**src/rtl/lcd_receiver.sv**
```systemverilog
// lcd_receiver: HD44780-style write-bus receiver with a 32x8 display RAM, busy model and clear fill.
// Define LCD_RX_TRACE_EN to drive the cmd_valid/cmd_rs/cmd_byte trace outputs.
module lcd_receiver #(
  parameter int BUSY_CYC = 40,
  parameter int CLR_CYC  = 64
) (
  input  logic       lcdclk,
  input  logic       reset,
  input  logic       lcd_rs,
  input  logic       lcd_rw,
  input  logic       lcd_en,
  input  logic [7:0] lcd_data,
  input  logic [4:0] rd_addr,
  output logic [7:0] rd_char,
  output logic [4:0] cursor_addr,
  output logic       display_on,
  output logic       busy,
  output logic       err_busy,
  output logic       cmd_valid,
  output logic       cmd_rs,
  output logic [7:0] cmd_byte
);
  // bus fields packed as {en, rs, rw, data}; p_q is the synchronized value one cycle back
  logic [10:0] s1_q, s2_q, p_q;
  logic [7:0]  ram [32];
  logic [7:0]  rd_q;
  logic [4:0]  cur_q, cur_d, fidx_q;
  logic [15:0] cnt_q, cnt_d;
  logic        id_q, id_d, disp_q, disp_d, err_q, err_d, fill_q;
  logic        det, acc, rs, is_clr;
  logic [7:0]  b;
  assign det         = p_q[10] & ~s2_q[10];
  assign rs          = p_q[9];
  assign b           = p_q[7:0];
  assign busy        = cnt_q != 16'd0;
  assign acc         = det & ~p_q[8] & ~busy;
  assign is_clr      = acc & ~rs & (b == 8'h01);
  assign rd_char     = rd_q;
  assign cursor_addr = cur_q;
  assign display_on  = disp_q;
  assign err_busy    = err_q;
  always_comb begin
    cur_d  = cur_q;
    id_d   = id_q;
    disp_d = disp_q;
    err_d  = err_q | (det & ~p_q[8] & busy);
    cnt_d  = busy ? cnt_q - 16'd1 : cnt_q;
    if (acc) begin
      cnt_d = is_clr ? 16'(CLR_CYC) : 16'(BUSY_CYC);
      if (rs) cur_d = id_q ? cur_q + 5'd1 : cur_q - 5'd1;
      else if (b[7]) cur_d = {b[6], b[3:0]};
      else if (b[6] | b[5]) cur_d = cur_q;
      else if (b[4]) cur_d = b[3] ? cur_q : (b[2] ? cur_q + 5'd1 : cur_q - 5'd1);
      else if (b[3]) disp_d = b[2];
      else if (b[2]) id_d = b[1];
      else if (b[1]) cur_d = '0;
      else if (b[0]) begin
        cur_d = '0;
        id_d  = 1'b1;
      end
    end
  end
  always_ff @(posedge lcdclk) begin
    if (reset) begin
      s1_q   <= '0;
      s2_q   <= '0;
      p_q    <= '0;
      cur_q  <= '0;
      id_q   <= 1'b1;
      disp_q <= 1'b0;
      err_q  <= 1'b0;
      cnt_q  <= '0;
      fill_q <= 1'b0;
      fidx_q <= '0;
      rd_q   <= '0;
    end else begin
      s1_q   <= {lcd_en, lcd_rs, lcd_rw, lcd_data};
      s2_q   <= s1_q;
      p_q    <= s2_q;
      cur_q  <= cur_d;
      id_q   <= id_d;
      disp_q <= disp_d;
      err_q  <= err_d;
      cnt_q  <= cnt_d;
      fill_q <= is_clr | (fill_q & (fidx_q != 5'd31));
      fidx_q <= fill_q ? fidx_q + 5'd1 : '0;
      rd_q   <= ram[rd_addr];
    end
  end
  // RAM has no reset; CLR_CYC >= 33 guarantees the fill never overlaps a data write
  always_ff @(posedge lcdclk) begin
    if (!reset && fill_q) ram[fidx_q] <= 8'h20;
    else if (!reset && acc && rs) ram[cur_q] <= b;
  end
`ifdef LCD_RX_TRACE_EN
  logic       cv_q, crs_q;
  logic [7:0] cb_q;
  always_ff @(posedge lcdclk) begin
    if (reset) begin
      cv_q  <= 1'b0;
      crs_q <= 1'b0;
      cb_q  <= '0;
    end else begin
      cv_q <= acc;
      if (acc) begin
        crs_q <= rs;
        cb_q  <= b;
      end
    end
  end
  assign cmd_valid = cv_q;
  assign cmd_rs    = crs_q;
  assign cmd_byte  = cb_q;
`else
  assign cmd_valid = 1'b0;
  assign cmd_rs    = 1'b0;
  assign cmd_byte  = 8'h00;
`endif
endmodule
```
**config.mk**
```make
export PLATFORM = sky130hd
export DESIGN_NAME = lcd_receiver
export DESIGN_NICKNAME = d
export VERILOG_FILES = /design/src/rtl/lcd_receiver.sv
export SDC_FILE = /design/constraint.sdc
export NUM_CORES = 1
export LEC_CHECK = 0
export CAP_MARGIN = 20
export CELL_PAD_IN_SITES_DETAIL_PLACEMENT = 1
export CELL_PAD_IN_SITES_GLOBAL_PLACEMENT = 2
export CORE_ASPECT_RATIO = 0.9
export CORE_MARGIN = 10
export CORE_UTILIZATION = 35
export CTS_CLUSTER_DIAMETER = 150
export DETAILED_ROUTE_END_ITERATION = 7
export PLACE_DENSITY = 0.72
export SLEW_MARGIN = 20
export SYNTH_ARGS = -nofsm -noshare
export SYNTH_HDL_FRONTEND = slang
export SYNTH_SLANG_ARGS = --single-unit
```
**constraint.sdc**
```tcl
create_clock -name lcdclk -period 3.2 [get_ports lcdclk]
set_input_delay 0.64 -clock lcdclk [delete_from_list [all_inputs] [get_ports lcdclk]]
set_output_delay 0.64 -clock lcdclk [all_outputs]
set_load 0.02 [all_outputs]
```
# After elaboration in Yosys (flattened, before gate mapping)
# Memories as Yosys holds them, arrays and structs flattened. A register that Yosys moved wholly into a read port is not among the register bits.
# Index checks and enable logic that the tools add are counted.
# Widths: inputs -> output; s select.
# op_classes
n_lt_le_gt_ge	0
multipliers	0
n_bitwise	19
n_reduce_logical	13
eq_ne	6
n_mux	25
div_mod_pow	0
n_shift	0
addsub	4
# op_table
operator	count
$mux 5	12
$mux 16	2
$reduce_bool 16->1	1
$sub 16x1->16 const B	1
$add 5x1->5 const B	2
$mux 1	9
$not 1->1	9
$eq 8x1->1 const B	1
$mux 8	1
$reduce_and 8->1	1
$reduce_or 8->1	1
$and 1x1->1	7
$mux 7	1
$reduce_and 6->1	1
$ne 5x5->1 const B	1
$reduce_and 5->1	1
$reduce_bool 5->1	1
$sub 5x1->5 const B	1
$ne 4x1->1 const B	1
$reduce_bool 2->1	2
$logic_and 1x1->1	3
$ne 3x1->1 const B	1
$ne 3x3->1 const B	1
$or 1x1->1	3
3 further kinds	3
# totals
mem_bits_ro	0
memories	1
ff_bits	63
output_inout_bits	26
mem_bits_rw	256
input_bits	18
latchBits	0
# memory_table
name	depth	width	rd	rd_ports_with_merged_regs	write_ports	line_no	rtl
ram	32	8	1	1	1	25	logic [7:0] ram [32];

# Logic depth before layout (Yosys ltp)
# Gate-level depths: netlist of the first run.
# logic_depth
ltp_word	11
depth_mapped	8
ltp_nobuf	7

# Worst setup path after synthesis of the first run
# OpenSTA, ideal clock, no wires.
# synth_timing
kind	input to register
from	input port reset
to	memory ram[24][0] (enable)
setup_time_ns	0.384
cell_stages	5
path_buffers	0
arrival_time_ns	2.294
slack_ns	0.522
required_time_ns	2.816
cell_sequence	clkinv_1 > nand2_1 > nor3_1 > a21oi_1 > o21ai_0
# synth_between
elab_chain_cells	8
word_cells_on_any_way	12
classes_between	mux (7); reduce/logical (5)
# synth_lines
element	line_no	rtl
start, declared	8	input logic reset,
$logic_not 1->1 *	92, 93	
$logic_and 1x1->1 (2 in a row)	93	else if (!reset && acc && rs) ram[cur_q] <= b;
$mux 1	93	
$mux 1	92	if (!reset && fill_q) ram[fidx_q] <= 8'h20;
$mux 1 (not written as such)	93	
$reduce_or 8->1 (no line)	--	
$mux 5 (no line) or $mux 1 (tied branches)	--	
end, declared	25	
# Every way passes the cells marked *; elsewhere a longest branch is shown, timed or not.

# Final worst setup path of the first run
# layout_timing
from	register cnt_q[2]
to	output port busy
# layout_between
elab_chain_cells	1
# layout_lines
element	line_no	rtl
start, declared	28	logic [15:0] cnt_q, cnt_d;
start signal, assigned	84	cnt_q <= cnt_d;
$reduce_bool 16->1	35	assign busy = cnt_q != 16'd0;
end, declared	17	output logic busy,
# Every way passes these cells.

==> metrics.yaml, run 1 <==
vias: 7306
gp_routability_congestion: 0.768
cts_buffer_depth: 3
wire_per_inst_um: 22.4
hold_path.class: "in -> reg"
cts_made_buffers: 35
die_w_um: 225
drt_iter0_drc: 601
fin_tns_setup_ns: 0
dp_slack_ns: 0.430
startpoint: "cnt_q[2]"
leakage_nw: 5.75
layout_common_cells: "edfxtp_1 (256), dfxtp_1 (71), mux4_2 (64), buf_4 (59), nand2_1 (44)"
worstHoldStart: "reset"
area_growth_syn_to_layout_pct: 16.9
r2r-end: "ram[14][4]"
core_um2: 37400
worstSetupStartpointType: "register"
fin_total_pwr_mw: 9.27
wl_mm: 31.4
busiest_layer: "met2"
cp-end-kind: "output pin"
synthDistinctLibCells: 65
synth_edf_count: 256
insertedDiodeCount: 0
critPathSlowestCell: "clkdlybuf4s50_1"
finalSetupViolCount: 0
grt_pass1_vias: 7810
clk_pin_slew_ns: 0.06
worstPathMaxFanout: 6
worstMarginPinSlew_ns: 0.791
outcome: "complete, no violations"
fin_worst_skew_ns: 0.0255
die_h_um: 205
cts_hold_buf: 0
min_period_ns: 2.77
async_flop_share_pct: 0
cts-root-buf: "clkbuf_16"
antenna_found_initial: 0
layout_commonest_cell: "edfxtp_1"
worstPathBufferInverterCount: 1
finalCritPeriodShare_pct: 86.6
core.rowCount: 67
fin_cells: 1405
drive_gt1_share_pct: 22.1
numPortBuffers: 33
syn-instance-count: 804
cp.arrival_ns: 2.13
cpPeakStageDelay_ns: 0.59
drtPass1Iterations: 5
grt_util_met1_pct: 19.7
synth_area_um2: 13300
max_freq_mhz: 361
synth.avg_cell_area_um2: 16.5
yosys_warnings: 0
path_delay_family: "simple AND/OR/NAND/NOR gates"
cts_num_sinks: 327
crit_type: "reg -> out"
final_antenna_net_count: 0
cellPowerDensity_nw_per_um2: 596
clk_latency_ns: 0.53
finalHoldViolations: 0
synth_flop_cell: "edfxtp_1"
slew_headroom_pct: 46.9
yosysSeqAreaShare_pct: 68.5
track_usage_pct: 13.9
grt_max_degree: 56
die_area_um2: 46200
setup_ws_ns: 0.429
final_core_util_pct: 41.6
cts_setup_buffers: 0
initial_utilization_pct: 35.5
placed_cells: 1344
drv_cap: 0
vdd.ir_drop.worst_mv: 0.495
worstSetupEndpoint: "busy"
path_depth: 3
rr_worst_depth: 5
ctsResizeCount: 0
grtUsageMet3_pct: 2.63
route.detailed.drc: 0
maxSlewViolCount: 0
hpwl_mm: 20.3
cts_tree: "done"
grt_use_met2_pct: 21.3
grt_pass1_wl_mm: 49.0
io_pins: 44
r2r_setup_slack_ns: 0.61
grt_overflow: 0
yosys_register_bits: 327
nets: 922
htreeDepth: 2
path_cells: "nor4_4 -> nand4_1 -> clkdlybuf4s50_1"
rsz0062_at_grt: "false"
via_per_inst: 5.20
rr_startpoint: "cnt_q[6]"
cp_data_required_time_ns: 2.56
cell families after synthesis:
family	share of synthesized area, %
mux	13.3
xor+xnor	0.989
other cells	0.0282
flops	68.5
compound gates	4.99
fa+ha+maj	0.565
buf+inv	2.23
simple gates	9.31
flip-flops by register name (all words and copies together) (netlist names):
name,count
ram,256
cursor_addr,5
id_q,1
fill_q,1
err_busy,1
rd_char,8
display_on,1
p_q,11
s1_q,11
s2_q,11
fidx_q,5
cnt_q,16
worst reg2reg max path, stage by stage, from the launching register on:
cell	delay (ns)
dfxtp_1	0.38
or4_4	0.60
nor4_4	0.30
buf_4	0.21
nand3_4	0.10
o21ai_1	0.64
worst min-delay path by stage:
stage | cells past startpoint | endpoint | slack, ns
2_1_floorplan | 1 | p_q[0] | 0.41
4_1_cts | 2 | fill_q | 0.37
3_3_place_gp | 1 | s2_q[7] | 0.42
6_report | 2 | fill_q | 0.40
5_1_grt | 2 | fill_q | 0.39
3_5_place_dp | 1 | s2_q[1] | 0.43
Yosys cell counts (5+ instances only):
| cell type | n | area share [%] |
|---|---|---|
| nand2_1 | 44 | 1.2 |
| edfxtp_1 | 256 | 58 |
| xor2_1 | 5 | 0.33 |
| xnor2_1 | 10 | 0.66 |
| a31oi_1 | 5 | 0.24 |
| and2_2 | 7 | 0.40 |
| o21ai_0 | 27 | 1.0 |
| nor3b_1 | 6 | 0.34 |
| buf_2 | 8 | 0.30 |
| inv_1 | 6 | 0.17 |
| o22a_1 | 8 | 0.53 |
| dfxtp_1 | 71 | 11 |
| nor4_1 | 5 | 0.24 |
| nor3_1 | 11 | 0.41 |
| nand2b_1 | 6 | 0.28 |
| ha_1 | 6 | 0.56 |
| clkbuf_1 | 21 | 0.59 |
| o221ai_1 | 9 | 0.59 |
| nor2b_1 | 41 | 1.9 |
| a21oi_1 | 13 | 0.49 |
| mux2i_1 | 33 | 2.5 |
| buf_4 | 10 | 0.56 |
| mux4_2 | 64 | 11 |
| a211oi_1 | 7 | 0.40 |
| nand4_1 | 9 | 0.42 |
| nand3_1 | 11 | 0.41 |
| nor2_1 | 22 | 0.62 |
| o21ai_1 | 13 | 0.49 |
power by group:
group / switching [mW] / total [mW] / internal, mW / leakage [nW]
Clock: 1.58 / 3.69 / 2.11 / 0.491
Sequential: 0.0987 / 4.70 / 4.60 / 3.53
Combinational: 0.489 / 0.872 / 0.383 / 1.74
Total: 2.17 / 9.27 / 7.10 / 5.75
cell type report:
cell class                 count  area, um^2
clock inverter                17         111
inverter                       7        26.3
clock buffer                  44         920
fill                        3743       21900
multi-input combinational    431        3920
tap                          483         604
timing repair buffer          96         848
sequential                   327        9110
metrics by stage:
| stage | hold WS [ns] | area, um^2 |
|---|---|---|
| 2_1_floorplan | 0.414 | 13300 |
| 3_3_place_gp | 0.419 | 14500 |
| 3_5_place_dp | 0.427 | 14500 |
| 4_1_cts | 0.369 | 15500 |
| 5_1_grt | 0.395 | 15500 |
| 6_report | 0.404 | 15500 |
routing by layer:
metal  share of wire, %  vias up
li1                   -     3336
met1                 47     3765
met2                 46      158
met3                4.7       47
met4                2.2        0
met5                  0        -
Power figures use the tool's default switching activity.
==> run 2: changes to the inputs <==
--- a/config.mk
+++ b/config.mk
@@ -13,6 +13,7 @@
 export CORE_UTILIZATION = 35
 export CTS_CLUSTER_DIAMETER = 150
 export DETAILED_ROUTE_END_ITERATION = 7
+export GPL_TIMING_DRIVEN = 1
 export PLACE_DENSITY = 0.72
 export SLEW_MARGIN = 20
 export SYNTH_ARGS = -nofsm -noshare
==> results of run 2 <==
Same layout as run 1: the final DEF is identical, and so are final timing and power.
==> run 3: changes to the inputs <==
--- a/config.mk
+++ b/config.mk
@@ -5,16 +5,17 @@
 export SDC_FILE = /design/constraint.sdc
 export NUM_CORES = 1
 export LEC_CHECK = 0
+export ABC_AREA = 1
 export CAP_MARGIN = 20
 export CELL_PAD_IN_SITES_DETAIL_PLACEMENT = 1
 export CELL_PAD_IN_SITES_GLOBAL_PLACEMENT = 2
 export CORE_ASPECT_RATIO = 0.9
 export CORE_MARGIN = 10
-export CORE_UTILIZATION = 35
+export CORE_UTILIZATION = 40
 export CTS_CLUSTER_DIAMETER = 150
 export DETAILED_ROUTE_END_ITERATION = 7
 export GPL_TIMING_DRIVEN = 1
-export PLACE_DENSITY = 0.72
+export PLACE_DENSITY = 0.86
 export SLEW_MARGIN = 20
 export SYNTH_ARGS = -nofsm -noshare
 export SYNTH_HDL_FRONTEND = slang
==> metrics.yaml, run 3 <==
grt_overflow: 0
wire_per_inst_um: 20.6
finalHoldViolations: 0
synth_most_common_cell: "nor2_1"
drtPass1Iterations: 4
hold_path.class: "reg -> reg"
cellPowerDensity_nw_per_um2: 632
async_flop_share_pct: 0
yosys_warnings: 0
core.rowCount: 63
via_per_inst: 5.37
io_pins: 44
synth.avg_cell_area_um2: 10.7
core_um2: 33100
grt_pass1_vias: 9829
drt_iter0_drc: 875
cts_made_buffers: 35
cts-root-buf: "clkbuf_16"
drive_gt1_share_pct: 9.88
met3WireLength_mm: 1.94
insertedDiodeCount: 0
fillers: 3591
setup_ws_ns: 0.329
route.detailed.drc: 0
cp_data_required_time_ns: 3.36
crit_type: "reg -> reg"
clk_pin_slew_ns: 0.06
syn-instance-count: 1256
fin_worst_skew_ns: 0.0206
htreeDepth: 2
numPortBuffers: 33
cts_num_sinks: 327
synth_top_area_share_pct: 57.1
nets: 1325
final_antenna_net_count: 0
wl_met2_mm: 17.3
finalCritPeriodShare_pct: 89.7
worstMarginPinSlew_ns: 0.893
largestRegisters: "ram: 256 flops, cnt_q: 16 flops"
vdd.ir_drop.worst_mv: 0.491
drv_cap: 0
gp_routability_congestion: 0.794
clk_latency_ns: 0.52
cts_buffer_depth: 3
final_core_util_pct: 47.1
fin_tns_setup_ns: 0
top_register: "ram"
track_usage_pct: 17.5
rsz0062_at_grt: "false"
wl_met1_mm: 16.0
yosys_register_bits: 327
die_w_um: 213
dp_slack_ns: 0.303
grt_pass1_wl_mm: 56.5
synthDistinctLibCells: 37
synth.area.top_cells: "edfxtp_1 (57%), dfxtp_1 (11%), nor2_1 (7.7%)"
wl_mm: 36.0
area_growth_syn_to_layout_pct: 15.8
layout_common_cells: "nor2_1 (266), edfxtp_1 (256), nand2_1 (138), o21ai_0 (121), inv_1 (83)"
die_area_um2: 41400
min_period_ns: 2.87
leakage_nw: 5.67
yosysSeqAreaShare_pct: 67.7
yosysTopAreaCell: "edfxtp_1"
max_freq_mhz: 348
synth_area_um2: 13500
layout_commonest_cell: "nor2_1"
cp-end-kind: "register"
cts_tree: "done"
worstPathMaxFanout: 11
hpwl_mm: 22.2
top_layer_used: "met4"
yosys-top-cells-count: "nor2_1 (275), edfxtp_1 (256), nand2_1 (138)"
synth_edf_count: 256
vias: 9392
outcome: "complete, no violations"
worstSetupStartpointType: "register"
slew_headroom_pct: 40.4
die_h_um: 194
maxSlewViolCount: 0
synth_flop_cell: "edfxtp_1"
initial_utilization_pct: 40.7
cp.arrival_ns: 3.03
largest_reg_flops: 256
finalSetupViolCount: 0
grt_max_degree: 89
antenna_found_initial: 0
==> run 3: cell count changes in the layout (fill, tap and decap cells not counted), sizes merged, moves of 10 or more <==
cell | previous run | this run
nor2 | 24 | 283
a21oi | 14 | 31
nor2b | 41 | 0
nand2 | 44 | 142
mux2i | 33 | 0
o21ai | 40 | 122
xnor2 | 10 | 0
mux4 | 64 | 0
nand3 | 12 | 79
o211ai | 0 | 24
o221ai | 9 | 25
and2 | 11 | 0
buf | 67 | 45
inv | 7 | 84
==> run 3: metrics by stage <==
step	hold WS (ns)	power [mW]	instances	instance area, um^2
after detailed placement	0.396	5.80	1686	14400
after global routing	0.419	10.3	1748	15600
after global placement	0.389	5.79	1686	14400
after CTS	0.400	9.94	1748	15600
final	0.395	9.85	1748	15600
after floorplan	0.388	5.50	1265	13500
==> run 3: area by class of cell <==
cell class / instances / area, um^2 / share of cell area, %
sequential: 327 / 9110 / 58.4
multi-input combinational: 775 / 3730 / 23.9
clock buffer: 49 / 1050 / 6.74
timing repair buffer: 75 / 696 / 4.46
tap: 422 / 528 / 3.39
inverter: 87 / 328 / 2.10
clock inverter: 13 / 143 / 0.915
==> run 3: power breakdown <==
group	switching, mW	internal, mW
registers	0.0682	4.60
clock network	1.60	2.53
logic	0.697	0.350
==> run 3: per-layer routing <==
metal,vias to the layer above,track usage [%]
met5,-,0
met4,0,4.60
met3,50,3.35
met2,220,28.4
met1,4691,23.3
li1,4431,-
==> run 3: cell families after synthesis <==
| family | share of synthesized area (%) |
|---|---|
| XOR/XNOR | 0.521 |
| AND/OR/NAND/NOR | 16.4 |
| buffers and inverters | 5.02 |
| AO/OA/AOI/OAI | 9.82 |
| other | 0.0279 |
| adder cells (fa/ha/maj) | 0.558 |
| flip-flops | 67.7 |
==> run 3: path summary, 6_finish.rpt <==
check | startpoint | to | slack [ns] | depth (start not counted)
hold reg to reg | s1_q[4] | s2_q[4] | 0.39 | 2
setup reg to reg | cnt_q[0] | ram[16][1] | 0.33 | 12
setup / recovery | cnt_q[0] | ram[16][1] | 0.33 | 12
hold / removal | s1_q[4] | s2_q[4] | 0.39 | 2
==> run 3: timing repair <==
item                                    4_1_cts  5_1_grt
buffers inserted                              0        0
resized for setup                             0        2
hold buffers                                  0        0
endpoints found under the setup margin        0       16
==> run 3: worst max-delay path, cell delays in order (launching register included) <==
cell and delay, ns:
dfxtp_1 0.31, inv_1 0.12, ha_1 0.19, nand2_1 0.07, nor2_2 0.15, nand2_4 0.11, nor2_4 0.25, nand3_2 0.14
nand2_1 0.08, nand2_1 0.11, nor2_2 0.17, nand2_2 0.22, nor2_1 0.58
